===== src/rtl/data_unpacker.sv =====
// rtl/data_unpacker.sv - splits packed N-lane vectors into N/M/1-lane chunks per chain firmware mode.
// Optional DATA_UNPACKER_LANE_COUNT_EN adds lanes_in for partially filled vectors.
module data_unpacker #(
   parameter int N = 8,
   parameter int M = 2,
   parameter int DATA_WIDTH = 32,
   parameter int MAX_CHAINS = 4,
   parameter logic [7:0] PERSONAL_CONFIG_ID = 8'd0,
   parameter logic [MAX_CHAINS*8-1:0] INITIAL_FIRMWARE = '0
) (
   input  logic                          clk,
   input  logic                          reset,
   input  logic                          tracing,
   input  logic                          valid_in,
   output logic                          ready_out,
   input  logic                          eof_in,
   input  logic [$clog2(MAX_CHAINS)-1:0] chainId_in,
   input  logic [7:0]                    configId,
   input  logic [7:0]                    configData,
`ifdef DATA_UNPACKER_LANE_COUNT_EN
   input  logic [$clog2(N+1)-1:0]        lanes_in,
`endif
   input  logic [N*DATA_WIDTH-1:0]       vector_in,
   output logic [N*DATA_WIDTH-1:0]       vector_out,
   output logic                          valid_out,
   input  logic                          ready_in,
   output logic                          eof_out
);

   localparam int CW = $clog2(N + 1);
   localparam int VW = N * DATA_WIDTH;

   typedef enum logic {EMPTY, DRAIN} state_t;

   state_t        state;
   logic [7:0]    firmware [MAX_CHAINS];
   logic [VW-1:0] hold;
   logic [CW-1:0] rem;
   logic [CW-1:0] len_q;
   logic          eof_q;

   logic          accept;
   logic          emit;
   logic          last_chunk;
   logic [7:0]    fw_sel;
   logic [CW-1:0] dec_len;
   logic [CW-1:0] load_rem;
   logic [VW-1:0] shifted;
   logic [VW-1:0] nxt_src;
   logic [CW-1:0] nxt_rem;
   logic [CW-1:0] nxt_len;
   logic [CW-1:0] nxt_cnt;
   logic [VW-1:0] nxt_chunk;

   assign valid_out  = (state == DRAIN);
   assign emit       = valid_out & ready_in;
   assign last_chunk = (rem <= len_q);
   // Taking a new vector on the final beat keeps one-vector-per-cycle throughput in mode 0.
   assign ready_out  = tracing & ((rem == '0) | (last_chunk & emit));
   assign accept     = valid_in & ready_out;
   assign eof_out    = valid_out & eof_q & last_chunk;

`ifdef DATA_UNPACKER_LANE_COUNT_EN
   assign load_rem = lanes_in;
`else
   assign load_rem = CW'(N);
`endif

   always_comb begin
      fw_sel = firmware[chainId_in];
      if (fw_sel == 8'd0)
         dec_len = CW'(N);
      else if (fw_sel == 8'd1)
         dec_len = CW'(M);
      else
         dec_len = CW'(1);
   end

   always_comb begin
      shifted = '0;
      for (int i = 0; i < N; i++) begin
         if (i + int'(len_q) < N)
            shifted[i*DATA_WIDTH +: DATA_WIDTH] = hold[(i + int'(len_q))*DATA_WIDTH +: DATA_WIDTH];
      end

      if (accept) begin
         nxt_src = vector_in;
         nxt_rem = load_rem;
         nxt_len = dec_len;
      end else begin
         nxt_src = shifted;
         nxt_rem = last_chunk ? '0 : rem - len_q;
         nxt_len = len_q;
      end

      // A short final chunk only carries the lanes that are still valid.
      nxt_cnt   = (nxt_rem < nxt_len) ? nxt_rem : nxt_len;
      nxt_chunk = '0;
      for (int i = 0; i < N; i++) begin
         if (CW'(i) < nxt_cnt)
            nxt_chunk[i*DATA_WIDTH +: DATA_WIDTH] = nxt_src[i*DATA_WIDTH +: DATA_WIDTH];
      end
   end

   always_ff @(posedge clk or posedge reset) begin
      if (reset) begin
         state      <= EMPTY;
         hold       <= '0;
         rem        <= '0;
         len_q      <= CW'(N);
         eof_q      <= 1'b0;
         vector_out <= '0;
         for (int c = 0; c < MAX_CHAINS; c++)
            firmware[c] <= INITIAL_FIRMWARE[c*8 +: 8];
      end else begin
         if (!tracing && configId == PERSONAL_CONFIG_ID) begin
            for (int c = 0; c < MAX_CHAINS - 1; c++)
               firmware[c] <= firmware[c+1];
            firmware[MAX_CHAINS-1] <= configData;
         end

         if (accept || emit) begin
            hold       <= nxt_src;
            rem        <= nxt_rem;
            len_q      <= nxt_len;
            vector_out <= nxt_chunk;
            state      <= (nxt_rem != '0) ? DRAIN : EMPTY;
            if (accept)
               eof_q <= eof_in;
         end
      end
   end

endmodule


===== config.mk =====
export PLATFORM = sky130hd
export DESIGN_NAME = data_unpacker
export DESIGN_NICKNAME = d
export VERILOG_FILES = /design/src/rtl/data_unpacker.sv
export SDC_FILE = /design/constraint.sdc
export NUM_CORES = 2
export LEC_CHECK = 0
export CAP_MARGIN = 10
export CELL_PAD_IN_SITES_DETAIL_PLACEMENT = 1
export CELL_PAD_IN_SITES_GLOBAL_PLACEMENT = 1
export CORE_ASPECT_RATIO = 1.2
export CORE_MARGIN = 3
export CORE_UTILIZATION = 45
export DETAILED_ROUTE_END_ITERATION = 7
export DONT_BUFFER_PORTS = 1
export PLACE_DENSITY_LB_ADDON = 0.1
export SLEW_MARGIN = 5
export SYNTH_ARGS = -nofsm -noshare
export SYNTH_HDL_FRONTEND = slang
export SYNTH_SLANG_ARGS = --single-unit

===== constraint.sdc =====
create_clock -name clk -period 17.55 [get_ports clk]
set_input_delay 2.6325 -clock clk [delete_from_list [all_inputs] [get_ports clk]]
set_output_delay 2.6325 -clock clk [all_outputs]
set_load 0.02 [all_outputs]

* Yosys cells after proc, flatten, opt, wreduce, memory -nomap -nowiden
Index checks and enable logic that the tools add are counted.
** Cells by class
- Divide/modulo/power cells :: 0
- $mul :: 0
- Order comparisons :: 19
- Equal/unequal tests :: 1
- Shift-type cells :: 8
- Muxes and demuxes :: 27
- Reductions and logical operators :: 8
- Add/sub/neg operators :: 8
- Bitwise gates (word level) :: 8
** Operators with widths (number)
- 256-bit by 11-bit variable part select with 32-bit output :: 7
- 32-bit two-way mux :: 16
- 256-bit two-way mux :: 1
- 256-bit by 10-bit variable part select with 32-bit output :: 1
- 32-bit by 5-bit < comparator with 1-bit output (second input constant) :: 7
- 3-bit by 4-bit adder with 5-bit output (first input constant) :: 4
- 4-bit two-way mux :: 5
- 8-bit binary-select mux with 2-bit select :: 1
- 8-bit logical NOT :: 2
- 3-bit by 4-bit < comparator with 1-bit output (first input constant) :: 4
- 8-bit two-way mux :: 2
- 2-bit by 4-bit adder with 5-bit output (first input constant) :: 2
- 8-bit by 1-bit == test with 1-bit output (second input constant) :: 1
- 1-bit by 4-bit < comparator with 1-bit output (first input constant) :: 2
- 2-bit by 4-bit < comparator with 1-bit output (first input constant) :: 2
- 1-bit bitwise AND :: 6
- 1-bit by 4-bit adder with 5-bit output (first input constant) :: 1
- 4-bit less-or-equal comparator :: 1
- 4-bit logical NOT :: 1
- 4-bit < comparator :: 1
- 4-bit < comparator (second input constant) :: 1
- 4-bit nonzero test :: 1
- 4-bit subtractor :: 1
- 3-bit >= comparator (second input constant) :: 1
- other kinds (8) :: 8
** Storage, ports and cells
- Input port bits :: 280
- Memories :: 0
- Latch bits :: 0
- Bits in writable memories :: 0
- Register bits :: 554
- Memory bits (read-only) :: 0
- Output and inout port bits :: 259
- Word-level logic and storage cells :: 89

* Longest topological paths before layout
- Depth in word-level cells :: 12
- Depth in mapped cells :: 23
- Gate-level depth less buffers :: 17

* Worst setup path after synthesis
Ideal clock, no wire load.
- Path type :: input to output
- Start point :: input ready_in
- End point :: output ready_out
- Required time :: 14.917 ns
- Arrival time :: 3.258 ns
- Stages :: 4
- Path buffers :: 1
- Slack :: 11.659 ns
- Cells stage by stage :: nand2_1 > clkbuf_1 > o21ai_0 > and2_1
** On the way
- Cells in the longest elaborated chain, start to end :: 4
** Ends and longest elaborated chain
- start: declaration :: line 26 : input logic ready_in,
- 1-bit bitwise AND :: line 56 : assign emit = valid_out & ready_in;
- 1-bit bitwise AND :: line 59 : assign ready_out = tracing & ((rem == '0) | (last_chunk & emit));
- 1-bit OR :: line 59
- 1-bit bitwise AND :: line 59
- end: declaration :: line 15 : output logic ready_out,
No other way between the ends.

* Worst setup path in the final report
- Start point :: input valid_in
- End point :: register vector_out[152]
** On the way
- Cells in the longest elaborated chain, start to end :: 6
- Elaborated cells on any way between the ends :: 9
- Classes of those cells :: order compare (2); mux (5); bitwise (1); reduce/logical (1)
** Ends and longest elaborated chain
- start: declaration :: line 14 : input logic valid_in,
- 1-bit bitwise AND (*) :: line 60 : assign accept = valid_in & ready_out;
- 4-bit two-way mux (*) :: line 86 : if (accept) begin
- named net nxt_len[3] :: line 51 : logic [CW-1:0] nxt_len;
- 4-bit < comparator :: line 97 : nxt_cnt = (nxt_rem < nxt_len) ? nxt_rem : nxt_len;
- 4-bit two-way mux (*) :: line 97
- 3-bit by 4-bit < comparator with 1-bit output (*) :: line 100 : if (CW'(i) < nxt_cnt)
- 32-bit two-way mux (*) :: line 100
- end signal: assignment :: line 126 : vector_out <= nxt_chunk;
- end: declaration :: line 24 : output logic [N*DATA_WIDTH-1:0] vector_out,
The timed path passes the listed nets; every way through them passes the cells marked *.
A chain may end at the register's enable or synchronous reset.

==> results by group <==
Status
  – Status: finished clean

Layout
  – Area of the multi-input gates: around 0.015 sq mm
  – Commonest non-fill, non-tap cell in the layout: dfrtp_1
  – Design Area, Final: 0.03230 sq mm
  – Synth-to-Final Area Change: 8.818%
  – Layout cells sized above 1: around a tenth
  – Final #Nets: 3,151
  – Most frequent cells in the layout: dfrtp_1 (551), nand2_1 (395), mux2i_1 (256)
  – Seq. cell area: between 0.01 and 0.015 sq mm
  – Post-route insts no fill: between 3,000 and 4,000
  – Filler cell count in the final layout: about 7,200

Global routing
  – Largest net degree at the start of global routing: between 200 and 250
  – Total congestion overflow: 0
  – Antenna violations before repair: 25
  – Number of global-route vias before repair: approximately 27,000
  – GRT Overall Usage: around 37%
  – First-pass GRT wire length: roughly 190,000 um

Setup path
  – WS Path Type: input pin to flop
  – CP Launch Type: input pin
  – Cell Chain, Critical Path: and2_1, o21ai_0, nor2_4, buf_12, nand3_1, o21ai_0, inv_1, ha_1, and3_1, a211oi_1, a21o_1, a31oi_4, a221oi_1
  – RR Startpoint: len_q[0]$_DFFE_PP0N_
  – Slowest-stage cell, CP: nor2_4
  – WP data required: approximately 18 ns
  – Top cell by count, worst path: o21ai_0
  – Max incr delay on CP: slightly below 0.7 ns
  – Crit end category: flop
  – Crit Path Max Fanout: ~190
  – CP startpoint: valid_in
  – Critical path arrival: between 7 and 8 ns

Timing
  – Worst slew margin: 18.54%
  – Worst-margin pin slew: 1.222 ns
  – # setup viols final: 0
  – Highest clock rate: 145.4 MHz
  – RSZ-0062 raised after global routing: false
  – Post-Route Skew: between 0.01 and 0.015 ns
  – Crit path time final: just under 7 ns
  – Final hold viol count: 0
  – Max Slew Vio Count: 0
  – Final period util: about two fifths
  – Setup TNS Final: 0 ns

Power and ir drop
  – Power per cell area: between 200 and 300 mW/mm^2
  – Leak pwr: between 10 and 15 nW
  – Maximum resistive drop on vdd: about 0.00014 V

Floorplanning
  – Chip width: ~240 um
  – Core area: 0.06496 sq mm
  – Initial Util: 45.70%
  – DIE HEIGHT: around 290 um
  – I/O pin count: around 540
  – Die area: slightly below 0.07 sq mm
  – Row cnt: between 100 and 150

Placement
  – Dpl cell area: 0.03008 sq mm
  – Dpl hpwl: about 94,000 um
  – IO buf count: 0
  – Inst Count DP: 3,632
  – Final weighted congestion in routability-driven placement: 0.9349

Yosys
  – Cells after synthesis: 3,039
  – Syn avg cell area: between 9 and 10 sq um
  – Top cell type's share of synthesized area: between 40% and 50%
  – Mapped Nets: 3,328
  – Synth area leader: dfrtp_1
  – Count of cell types in the netlist: about 70
  – #FFs+latches synth: ~550
  – Seq/Total Area, Yosys: 46.71%
  – Mapped Area: about 0.030 sq mm
  – Ys async rst share: 100.0%
  – Post-synth top flop: dfrtp_1
  – Area contributors post-synth: dfrtp_1 (47%), mux2i_1 (8.6%), nand2_1 (5.0%), a21oi_1 (4.2%), mux4_2 (3.6%)
  – EDFF count, synth: 0
  – YS warnings: 0

Clocking
  – CTS resizes: 0
  – Setup Fix Bufs, Post-CTS: 0
  – Hold buffer count at CTS: 0
  – Clock Tree Root: clkbuf_16
  – H-tree levels: 2
  – CTS tree: done
  – CTS max path bufs: 3
  – Clk_lat worst skew: between 0.6 and 0.7 ns
  – Total CTS buffers: 60
  – Reg clk slew, reported paths: 0.06 ns
  – Num Clock Sinks: about 550

Drt
  – Routed vias: roughly 25,000
  – DR DRC count: 0
  – Final ANT Viol Nets: 0
  – Vias per Instance: 6.756
  – WL per Instance: around 35 um
  – Initial DRC Count: 1,862
  – WL final: 131,600 um
  – DRT Pass-1 Iters: 5

Job
  – Max_cap viols: 0

Hold path
  – HP Class: flop to flop
  – Hold Startpoint: hold[19]$_DFFE_PP0N_
## path summary, 6_finish.rpt
check | endpoint | depth (start not counted) | slack, ns
setup / recovery | vector_out[152]$_DFFE_PP0N_ | 13 | 10.67
setup reg to reg | vector_out[152]$_DFFE_PP0N_ | 16 | 10.87
max in group asynchronous | len_q[1]$_DFFE_PP0N_ | 5 | 12.11
hold reg to reg | hold[19]$_DFFE_PP0N_ | 2 | 0.49
min in group asynchronous | vector_out[233]$_DFFE_PP0N_ | 2 | 2.11
hold / removal | hold[19]$_DFFE_PP0N_ | 2 | 0.49
## critical path, delay by kind of cell
kind	cells	cell delay, ns
buf+inv	2	0.70
simple gates	4	1.34
fa+ha+maj	1	0.32
compound gates	6	2.33
## Yosys cell counts (47+ instances only)
master and n:
dfrtp_1 553, nand2_1 397, mux2i_1 256, a21oi_1 250, o21ai_0 194, clkbuf_1 189, nor2_1 186, and3_1 92
nor3_1 85, a22oi_1 77, o21a_1 64, o2bb2ai_1 63, buf_2 58, mux2_2 50, mux4_2 47
## sequential cells by signal (all words and copies together) (netlist names)
name and cells:
firmware 32, valid_out 1, eof_q 1, rem 4, hold 256, len_q 4
vector_out 256
## per-layer routing
layer | share of wire (%) | GRT usage [%] | routed length (um)
met5 | 0.047 | 0 | 62
met4 | 9.2 | 29.06 | 12170
met3 | 6.2 | 8.119 | 8185
met2 | 51 | 66.05 | 67660
met1 | 33 | 38.11 | 43520
## layout make-up
class | instances | share of cell area (%)
inverters | 46 | 0.5771
clock buffers | 80 | 5.287
repair buffers | 47 | 1.286
well taps | 832 | 3.223
diodes | 25 | 0.1937
clock inverters | 31 | 1.387
flip-flops and latches | 554 | 42.94
multi-input cells | 2153 | 45.10
## logic make-up after synthesis
| family | count (synthesis) | share of synthesized area (%) |
|---|---|---|
| AOI/OAI and AO/OA | 937 | 21.33 |
| buffers and inverters | 332 | 4.687 |
| and+or+nand+nor | 852 | 12.72 |
| xor gates and xnor gates | 2 | 0.05902 |
| adders and majority gates | 9 | 0.4047 |
| muxes | 353 | 14.09 |
| DFF | 554 | 46.71 |
## per-stage QoR
| stage | hold WS (ns) | setup slack [ns] | power, mW | utilization, % |
|---|---|---|---|---|
| 5_1_grt | 0.5225 | 10.20 | 9.026 | 49.69 |
| 3_3_place_gp | 0.4584 | 10.08 | 6.999 | 46.31 |
| 4_1_cts | 0.4892 | 10.58 | 8.573 | 49.63 |
| 3_5_place_dp | 0.4754 | 9.919 | 7.145 | 46.31 |
| 6_report | 0.4871 | 10.67 | 8.585 | 49.73 |
| 2_1_floorplan | 0.4379 | 7.379 | 5.435 | - |
## where the power goes
part | switching (mW) | internal (mW)
Combinational | 2.85 | 1.45
Clock | 0.566 | 0.842
Sequential | 1.02 | 1.85
(Power assumes the default switching activity.)
